### config.mk
export PLATFORM = sky130hd
export DESIGN_NAME = imem_loader
export DESIGN_NICKNAME = d
export VERILOG_FILES = /design/src/rtl/imem_loader_pkg.sv /design/src/rtl/imem_word_pack.sv /design/src/rtl/imem_loader.sv
export SDC_FILE = /design/constraint.sdc
export NUM_CORES = 1
export LEC_CHECK = 0
export ABC_AREA = 1
export BUFFER_PORTS_ARGS = -buffer_cell sky130_fd_sc_hd__buf_2
export CAP_MARGIN = 20
export CORE_MARGIN = 2
export CORE_UTILIZATION = 51
export CTS_BUF_LIST = sky130_fd_sc_hd__clkbuf_2
export DETAILED_ROUTE_END_ITERATION = 6
export GPL_TIMING_DRIVEN = 1
export PLACE_DENSITY = 0.79
export SLEW_MARGIN = 20
export SYNTH_ARGS = -nofsm -noshare
export SYNTH_HDL_FRONTEND = slang
export SYNTH_SLANG_ARGS = --single-unit
### constraint.sdc
create_clock -name clk -period 2 [get_ports clk]
set_input_delay 0.2 -clock clk [delete_from_list [all_inputs] [get_ports clk]]
set_output_delay 0.2 -clock clk [all_outputs]
set_load 0.005 [all_outputs]
### src/rtl/imem_loader_pkg.sv
// Shared types and constants for the instruction-memory loader.
// Macro IMEM_LOADER_CHECKSUM_EN adds the trailing XOR checksum byte.
package imem_loader_pkg;

  localparam int HDR_BYTES      = 2;
  localparam int BYTES_PER_WORD = 4;
  localparam int CSUM_W         = 8;
  // the checksum is one stream byte, so it sets the byte width
  localparam int BYTE_W         = CSUM_W;
  localparam int WORD_W         = BYTES_PER_WORD * BYTE_W;
  localparam int HDR_W          = HDR_BYTES * BYTE_W;

  typedef enum logic [2:0] {
    S_HDR_LO = 3'd0,
    S_HDR_HI = 3'd1,
    S_BYTE   = 3'd2,
    S_WRITE  = 3'd3,
    S_DONE   = 3'd4,
    S_ERR    = 3'd5
`ifdef IMEM_LOADER_CHECKSUM_EN
    ,
    S_CHK    = 3'd6
`endif
  } state_e;

endpackage

### src/rtl/imem_word_pack.sv
// Packs four stream bytes into one little-endian 32-bit word.
// Ports: clk, rst (sync, active-low), clr, push, byte_in -> word, word_full.
module imem_word_pack
  import imem_loader_pkg::*;
(
  input  logic              clk,
  input  logic              rst,
  input  logic              clr,
  input  logic              push,
  input  logic [BYTE_W-1:0] byte_in,
  output logic [WORD_W-1:0] word,
  output logic              word_full
);

  logic [1:0]        cnt_q, cnt_d;
  logic [WORD_W-1:0] word_q, word_d;

  always_comb begin
    cnt_d  = cnt_q;
    word_d = word_q;
    if (clr) begin
      cnt_d  = '0;
      word_d = '0;
    end else if (push) begin
      cnt_d = cnt_q + 2'd1;
      word_d[{cnt_q, 3'b000} +: BYTE_W] = byte_in;
    end
  end

  always_ff @(posedge clk) begin
    if (!rst) begin
      cnt_q  <= '0;
      word_q <= '0;
    end else begin
      cnt_q  <= cnt_d;
      word_q <= word_d;
    end
  end

  assign word = word_q;
  // this push lands in the top lane and completes the word
  assign word_full = push && !clr &&
    (cnt_q == 2'(BYTES_PER_WORD - 1));

endmodule

### src/rtl/imem_loader.sv
// Byte-stream instruction memory loader; holds the CPU until loaded.
// Ports: clk, rst, start, in_valid/in_data/in_ready -> mem_we/mem_addr/
// mem_wdata, cpu_hold, done, error, last_pc. Macro: IMEM_LOADER_CHECKSUM_EN.
module imem_loader
  import imem_loader_pkg::*;
#(
  parameter int ADDR_WIDTH = 10,
  parameter int DATA_WIDTH = 32
) (
  input  logic                  clk,
  input  logic                  rst,
  input  logic                  start,
  input  logic                  in_valid,
  input  logic [BYTE_W-1:0]     in_data,
  output logic                  in_ready,
  output logic                  mem_we,
  output logic [ADDR_WIDTH-1:0] mem_addr,
  output logic [DATA_WIDTH-1:0] mem_wdata,
  output logic                  cpu_hold,
  output logic                  done,
  output logic                  error,
  output logic [31:0]           last_pc
);

  localparam logic [31:0] N_MAX = 32'(1) << ADDR_WIDTH;

  state_e                state_q, state_d;
  logic [HDR_W-1:0]      n_q, n_d;
  logic [ADDR_WIDTH-1:0] wcnt_q, wcnt_d;
  logic [HDR_W-1:0]      n_hdr;
  logic [HDR_W-1:0]      n_m1;
  logic                  rdy_st;
  logic                  accept;
  logic                  push;
  logic                  clr;
  logic                  word_full;
  logic                  is_last;
  logic [WORD_W-1:0]     word;

`ifdef IMEM_LOADER_CHECKSUM_EN
  logic [CSUM_W-1:0] csum_q, csum_d;
`endif

  imem_word_pack u_pack (
    .clk       (clk),
    .rst       (rst),
    .clr       (clr),
    .push      (push),
    .byte_in   (in_data),
    .word      (word),
    .word_full (word_full)
  );

  assign in_ready = rst && rdy_st;
  assign accept   = in_valid && in_ready;
  assign n_hdr    = {in_data, n_q[BYTE_W-1:0]};
  assign n_m1     = n_q - HDR_W'(1);
  assign is_last  = 32'(wcnt_q) == 32'(n_m1);

  always_comb begin
    state_d = state_q;
    n_d     = n_q;
    wcnt_d  = wcnt_q;
    rdy_st  = 1'b0;
    push    = 1'b0;
    clr     = 1'b0;
`ifdef IMEM_LOADER_CHECKSUM_EN
    csum_d  = csum_q;
`endif
    unique case (state_q)
      S_HDR_LO: begin
        rdy_st = 1'b1;
        if (accept) begin
          n_d[BYTE_W-1:0] = in_data;
          state_d = S_HDR_HI;
        end
      end
      S_HDR_HI: begin
        rdy_st = 1'b1;
        if (accept) begin
          n_d = n_hdr;
          if (n_hdr == '0 || 32'(n_hdr) > N_MAX)
            state_d = S_ERR;
          else
            state_d = S_BYTE;
        end
      end
      S_BYTE: begin
        rdy_st = 1'b1;
        push   = accept;
`ifdef IMEM_LOADER_CHECKSUM_EN
        if (accept) csum_d = csum_q ^ in_data;
`endif
        if (word_full) state_d = S_WRITE;
      end
      S_WRITE: begin
        if (is_last) begin
`ifdef IMEM_LOADER_CHECKSUM_EN
          state_d = S_CHK;
`else
          state_d = S_DONE;
`endif
        end else begin
          wcnt_d  = wcnt_q + ADDR_WIDTH'(1);
          state_d = S_BYTE;
        end
      end
`ifdef IMEM_LOADER_CHECKSUM_EN
      S_CHK: begin
        rdy_st = 1'b1;
        if (accept)
          state_d = (in_data == csum_q) ? S_DONE : S_ERR;
      end
`endif
      S_DONE, S_ERR: begin
        if (start) begin
          state_d = S_HDR_LO;
          n_d     = '0;
          wcnt_d  = '0;
          clr     = 1'b1;
`ifdef IMEM_LOADER_CHECKSUM_EN
          csum_d  = '0;
`endif
        end
      end
      default: state_d = S_HDR_LO;
    endcase
  end

  always_ff @(posedge clk) begin
    if (!rst) begin
      state_q <= S_HDR_LO;
      n_q     <= '0;
      wcnt_q  <= '0;
`ifdef IMEM_LOADER_CHECKSUM_EN
      csum_q  <= '0;
`endif
    end else begin
      state_q <= state_d;
      n_q     <= n_d;
      wcnt_q  <= wcnt_d;
`ifdef IMEM_LOADER_CHECKSUM_EN
      csum_q  <= csum_d;
`endif
    end
  end

  always_comb begin
    mem_we    = state_q == S_WRITE;
    mem_addr  = mem_we ? wcnt_q : '0;
    mem_wdata = mem_we ? DATA_WIDTH'(word) : '0;
    done      = state_q == S_DONE;
    error     = state_q == S_ERR;
    cpu_hold  = !done;
    last_pc   = done ? 32'({n_m1, 2'b00}) : '0;
  end

endmodule

# [After elaboration in Yosys (flattened, before gate mapping)]
# Index checks and enable logic that the tools add are counted.
[op_classes] n_addsub=4 magnitude_cmp=1 n_eq_ne=12 shift=2 muxes=23 bitwise_logic=2 n_reduce_logical=19
[ops] cell="$bwmux W32" count=1
[ops] cell="$mux W16" count=2
[ops] cell="$mux W32" count=1
[ops] cell="$shift A8 B7 Y32 const A" count=1
[ops] cell="$shiftx A8 B7 Y32" count=1
[ops] cell="$mux W10" count=3
[ops] cell="$pmux W8 S3" count=1
[ops] cell="$pmux W10 S2" count=1
[ops] cell="$mux W18" count=1
[ops] cell="$mux W3" count=6
[ops] cell="$eq A10 B16 Y1" count=1
[ops] cell="$gt A16 B11 Y1 const B" count=1
[ops] cell="$logic_not A16 Y1" count=1
[ops] cell="$pmux W8 S2" count=1
[ops] cell="$sub A16 B1 Y16 const B" count=1
[ops] cell="$pmux W3 S5" count=1
[ops] cell="$add A10 B1 Y10 const B" count=1
[ops] cell="$mux W8" count=1
[ops] cell="$ne A2 B2 Y1 const B" count=4
[ops] cell="$reduce_and A4 Y1" count=2
[ops] cell="$neg A5 Y7" count=1
[ops] cell="$eq A3 B2 Y1 const B" count=2
[ops] cell="$eq A3 B3 Y1 const B" count=2
[ops] cell="$reduce_and A3 Y1" count=2
[ops] cell="13 further kinds" count=24
[totals] reg_bits=63 in_bits=12 wordCells=69

# [Logic depth before layout (Yosys ltp)]
[logic_depth] depth_word=10 mapped_depth=17

# [Cells and area by module]
# Synthesis repeated with hierarchy kept, for this count alone.
[unflattened] hier_cells=690 hier_area_um2=4319.1
[by_module_without_submodules] module="imem_loader" instances=1 cells_each=475 area_each_um2=2757.6 seq_area_each_um2=580.6
[by_module_without_submodules] module="imem_word_pack" instances=1 cells_each=215 area_each_um2=1561.5 seq_area_each_um2=680.7

# [Worst setup path before layout]
# OpenSTA, ideal clock, no wires.
[synth_timing] kind="flip-flop to flip-flop" startpoint="reg u_pack.cnt_q[0]" endpoint="reg u_pack.word_q[19] (netlist: u_pack.word[19])" setup_time_ps=70 arrival_ps=1884 slack_ps=46 path_stages_with_launch=10 path_buffers=1 synth_period_minus_slack_ps=1954 cell_sequence="dfxtp_1 -> clkinv_1 -> ha_1 -> clkbuf_1 -> inv_1 -> nor2_1 -> inv_1 -> nor3_1 -> o21ai_0 -> a21oi_1"
[synth_between] elab_chain_len=3 elab_cells_between_ends=4 classes_between="1 x add/sub; 2 x shift; 1 x mux"
[synth_lines] item="start, declared" line="imem_word_pack.sv:15" text="logic [1:0] cnt_q, cnt_d;"
[synth_lines] item="start signal, assigned" line="imem_word_pack.sv:35" text="cnt_q <= cnt_d;"
[synth_lines] item="$neg A5 Y7 (*)" line="imem_word_pack.sv:26" text="word_d[{cnt_q, 3'b000} +: BYTE_W] = byte_in;"
[synth_lines] item="$shiftx A8 B7 Y32 or $shift A8 B7 Y32 (tied branches)" line="imem_word_pack.sv:26"
[synth_lines] item="$bwmux W32 (*)" line="imem_word_pack.sv:26"
[synth_lines] item="end signal, assigned" line="imem_word_pack.sv:36" text="word_q <= word_d;"
[synth_lines] item="end, declared" line="imem_word_pack.sv:16" text="logic [WORD_W-1:0] word_q, word_d;"
# Mark *: on every way between the ends. The rest lies on a longest branch, timed or not.
# A chain may end at the register's enable or synchronous reset.

# [Final worst setup path]
[layout_timing] startpoint="reg n_q[1]" endpoint="reg wcnt_q[0]"
[layout_between] elab_chain_len=4
[layout_lines] item="start, declared" line="imem_loader.sv:28" text="logic [HDR_W-1:0] n_q, n_d;"
[layout_lines] item="start signal, assigned" line="imem_loader.sv:140" text="n_q <= n_d;"
[layout_lines] item="$sub A16 B1 Y16" line="imem_loader.sv:57" text="assign n_m1 = n_q - HDR_W'(1);"
[layout_lines] item="$eq A10 B16 Y1" line="imem_loader.sv:58" text="assign is_last = 32'(wcnt_q) == 32'(n_m1);"
[layout_lines] item="$ne A2 B2 Y1 (no line)"
[layout_lines] item="$reduce_and A3 Y1 (no line)"
[layout_lines] item="end signal, assigned" line="imem_loader.sv:141" text="wcnt_q <= wcnt_d;"
[layout_lines] item="end, declared" line="imem_loader.sv:29" text="logic [ADDR_WIDTH-1:0] wcnt_q, wcnt_d;"
# No other way between the ends.

==> summary by stage <==
Outcome
The flow ran to the end, but the final reports show violations. The final reports fail on setup timing.

STA
The setup TNS is -2.379 ns. For the finished layout, the period the worst path requires is 2.178 ns. Setup repair after global routing could not meet its margin everywhere. The actual transition at the worst max-transition pin is 0.5222 ns.

The worst slack on hold paths is 0.06868 ns. The number of failing hold endpoints at the final stage is 0. The number of setup violations in the final report is 20. The tightest slew margin relative to the limit is 65.15%. The number of pins exceeding their max-slew limit in the final report is 0.

Static timing analysis puts the maximum clock frequency at 0.4591 GHz. The final critical-path share of the clock period is 108.9%. In the post-route analysis, the smallest setup slack over all paths is -0.1781 ns. The largest clock skew in the final design is 0.02547 ns.

Synthesis
The share of synthesized area spent on multiplexers is 0%. After Yosys synthesis, full adders, half adders and majority gates account for 2.218% of the synthesized area. The cell type contributing the most total cell area after synthesis is sky130_fd_sc_hd__dfxtp_1.

After synthesis the netlist holds a flip-flop and latch count of 63. The portion of the post-synthesis area used by sequential elements is 31.94%. The synthesized netlist devotes 15.87% of its cell area to compound gates. By area the synthesized netlist is led by sky130_fd_sc_hd__dfxtp_1, sky130_fd_sc_hd__nand2_1, sky130_fd_sc_hd__nor2_1, sky130_fd_sc_hd__inv_1, sky130_fd_sc_hd__a21oi_1. The xor and xnor area share after synthesis is 2.345%.

Averaged over all synthesized cells, the footprint is 6.228 um2. The synthesized netlist occupies a cell area of 3949 um2. The largest family of logic cells by synthesized area is simple AND/OR/NAND/NOR gates. Counting every instance in the synthesized netlist gives 634. The Yosys step of the flow raised 0 warnings. The leading register cell type out of synthesis is sky130_fd_sc_hd__dfxtp_1. The proportion of synthesized flip-flops having asynchronous set or reset is 0%.

The synthesized netlist devotes 33.08% of its cell area to simple gates. Summed over its instances, the top area cell type makes up 31.94% of the synthesized netlist area. In this run, synthesis inferred 0 flip-flops with an integrated enable. The number of distinct library cells after synthesis is 30. The commonest cells after synthesis are sky130_fd_sc_hd__nand2_1, sky130_fd_sc_hd__nor2_1, sky130_fd_sc_hd__inv_1, sky130_fd_sc_hd__dfxtp_1, sky130_fd_sc_hd__a21oi_1.

CTS
The H-tree was split into 3 levels. The root buffer cell chosen for the clock tree is sky130_fd_sc_hd__clkbuf_2. The clock passes through at most 2 buffers. After clock tree synthesis, the clock-pin slew on the worst setup and hold paths is 0.20 ns. The clock buffer count from CTS is 9. The clock latency reported for the late side of the worst-skew pair is 0.52 ns. The clock tree from TritonCTS is built. The number of clock sinks is 63.

Placed design
The final weighted congestion of routability-driven global placement is 0.9530. In this run the tool buffered the top-level ports with 74 buffer cells. OpenSTA, run right after detailed placement, puts the worst setup slack at -0.1900 ns. The post-detailed-placement half-perimeter wirelength is 8.539 mm.

Routing
The post-detailed-route wirelength per cell is 13.64 um. Once detail routing completed, the nets flagged for antenna violations numbered 0. In the routed design, unresolved DRC markers number 0. The detailed router used layers up to and including met4. The total iterations of the first detailed-routing run is 5. The total routed wirelength is 11.77 mm. The detailed router's first-iteration violation count is 280. The routed wire length on met2 is 5.773 mm. In the detailed route, the total length drawn on met3 is 683 um. The via density per instance is 5.154. The met1 layer wirelength in the final routing is 4.858 mm. The total number of vias is 4448.

Critical path
The type of the worst setup path is register to register. Walking the worst path, the cells encountered are inv_2, ha_4, nand3_4, nor2_4, buf_6, inv_4, nand2_2, nand3_2, nand2_1, nand2_1, nor2_2, nand3_2, nand2_4, buf_6, nand3_2, a21oi_2. STA puts the critical path data arrival time at 2.63 ns. The capture point of the worst path is wcnt_q[0]. The minimum setup slack among reg-to-reg paths is -0.18 ns. The worst setup path is captured at a register. On the critical path, the stage with the largest delay is an instance of sky130_fd_sc_hd__dfxtp_2. The worst setup path is launched from a register. The number of cells on the worst reg-to-reg path is 16. The sum of buffers and inverters on the critical path is 4. In this run the worst path has a maximum fanout of 7.

In this design, the stage delay of the slowest critical-path cell is 0.37 ns. The required time at the worst-slack endpoint is 2.46 ns. In this design, the critical path's most frequently occurring cell is sky130_fd_sc_hd__nand3_2. Tracing the worst setup path back leads to its startpoint at n_q[1]. The launching point of the worst reg2reg path is n_q[1]. The cell family contributing the most delay on the critical path is simple AND/OR/NAND/NOR gates. The critical path runs through a total of 16 cells. The worst register-to-register path ends at wcnt_q[0].

Power
VDD sags by at most 0.5653 mV. Power spread over the standard cell area amounts to 1207 nW/um2. Summed over all cells, the static leakage comes to 0.002324 uW. The design draws 6322 uW.

Global route
The total global routing overflow is 0. Entering global routing, the biggest net connects 33 pins. The number of global-route vias before repair came to 4032.

The wire length of the first global-routing pass is 18.49 mm. Global routing used 27.09% of the available tracks. The initial antenna violation count was 0.

Run
Across the run, the number of max-cap violations was 0.

Cells and area
For this run, the share of the core covered by cells in the final layout is 68.83%. The number of fillers in the final layout is 665. The area added between synthesis and finish is 32.60%. The multi-input combinational cells in the finished layout cover a total of 2479 um2. The repair_antennas step left the layout with diodes totalling 0. The share of layout cells above drive strength 1 is 33.11%. The area occupied by registers is 1275 um2. The final net count is 775.

Hold path
The min-delay analysis places its worst path in the category input pin to register.

Floorplan
The die outline area is 8462 um2. The number of placed I/O pins is 91. The initial standard-cell utilization of the core is 51.91%.

The floorplan step defined a core boundary enclosing 7607 um2. The die is 91.99 um wide. The die height is 91.99 um. The initialized floorplan defines 32 standard-cell rows.
==> per-layer routing <==
layer	GRT usage [%]	vias up
met2	47.30	182
met3	4.519	40
met4	11.82	0
li1	-	2229
met5	0	-
met1	32.72	1997
==> report_power, final <==
part           switching [uW]  total (uW)  internal (uW)
Sequential                229        1670           1450
Clock                     494         780            286
Combinational            2210        3870           1660
==> sequential cells by signal (all words and copies together) (netlist names) <==
register,cells
n_q,16
state_q,3
u_pack.cnt_q,2
u_pack.word,32
wcnt_q,10
==> what timing repair did <==
item | CTS | global route
resized for setup | 27 | 88
hold buffers | 2 | 0
pin swaps | 16 | 40
setup endpoints to repair | 44 | 79
buffers inserted | 12 | 5
hold endpoints to repair | 2 | 0
==> kinds of logic after synthesis <==
group	after synthesis
simple gates	306
buf+inv	133
compound gates	115
flops	63
xor+xnor	9
fa+ha+maj	7
other cells	1
==> area by class of cell <==
type	count	share of cell area, %
clock buffers	10	0.9558
clock inverters	6	1.171
inverters	94	6.834
multi-input cells	453	47.34
flip-flops and latches	63	24.35
well taps	102	2.437
repair buffers	135	16.92
==> tightest hold or removal path: cells and delay by family <==
family,cells,cell delay (ns)
compound gates,2,0.24
buf+inv,1,0.12
==> worst min path at each step <==
stage / start / endpoint / cells after the start
after floorplan: in_data[2] / n_q[10] / 2
after global placement: u_pack.word[16] / u_pack.word[16] / 2
after detailed placement: u_pack.word[19] / u_pack.word[19] / 2
after CTS: in_data[5] / u_pack.word[5] / 3
after global routing: in_data[7] / u_pack.word[7] / 3
final: in_data[1] / u_pack.word[1] / 3
==> placed cells by master (no fill, tap or decap), drive strengths merged <==
master	Yosys	final
nand3b	2	2
nor3b	2	2
nand3	37	37
clkbuf	18	10
dfxtp	63	63
o21ai	33	33
a21oi	56	56
ha	7	7
a211oi	15	15
clkinv	5	4
conb	1	16
nor2	126	126
clkinvlp	0	3
nand4	4	4
xor2	8	8
dlygate4sd3	0	2
or2	2	2
xnor3	1	1
nand2	120	120
buf	21	133
bufinv	0	1
nor3	11	11
inv	89	92
a31oi	11	11
nor4	2	2
==> per-stage QoR <==
stage / instance area, um2 / std cells
global placement: 4601 / 828
finish: 5236 / 863
detailed placement: 4601 / 828
floorplan: 4005 / 649
CTS: 4896 / 858
global route: 5236 / 863
No activity file was read; power rests on OpenSTA's default activity.
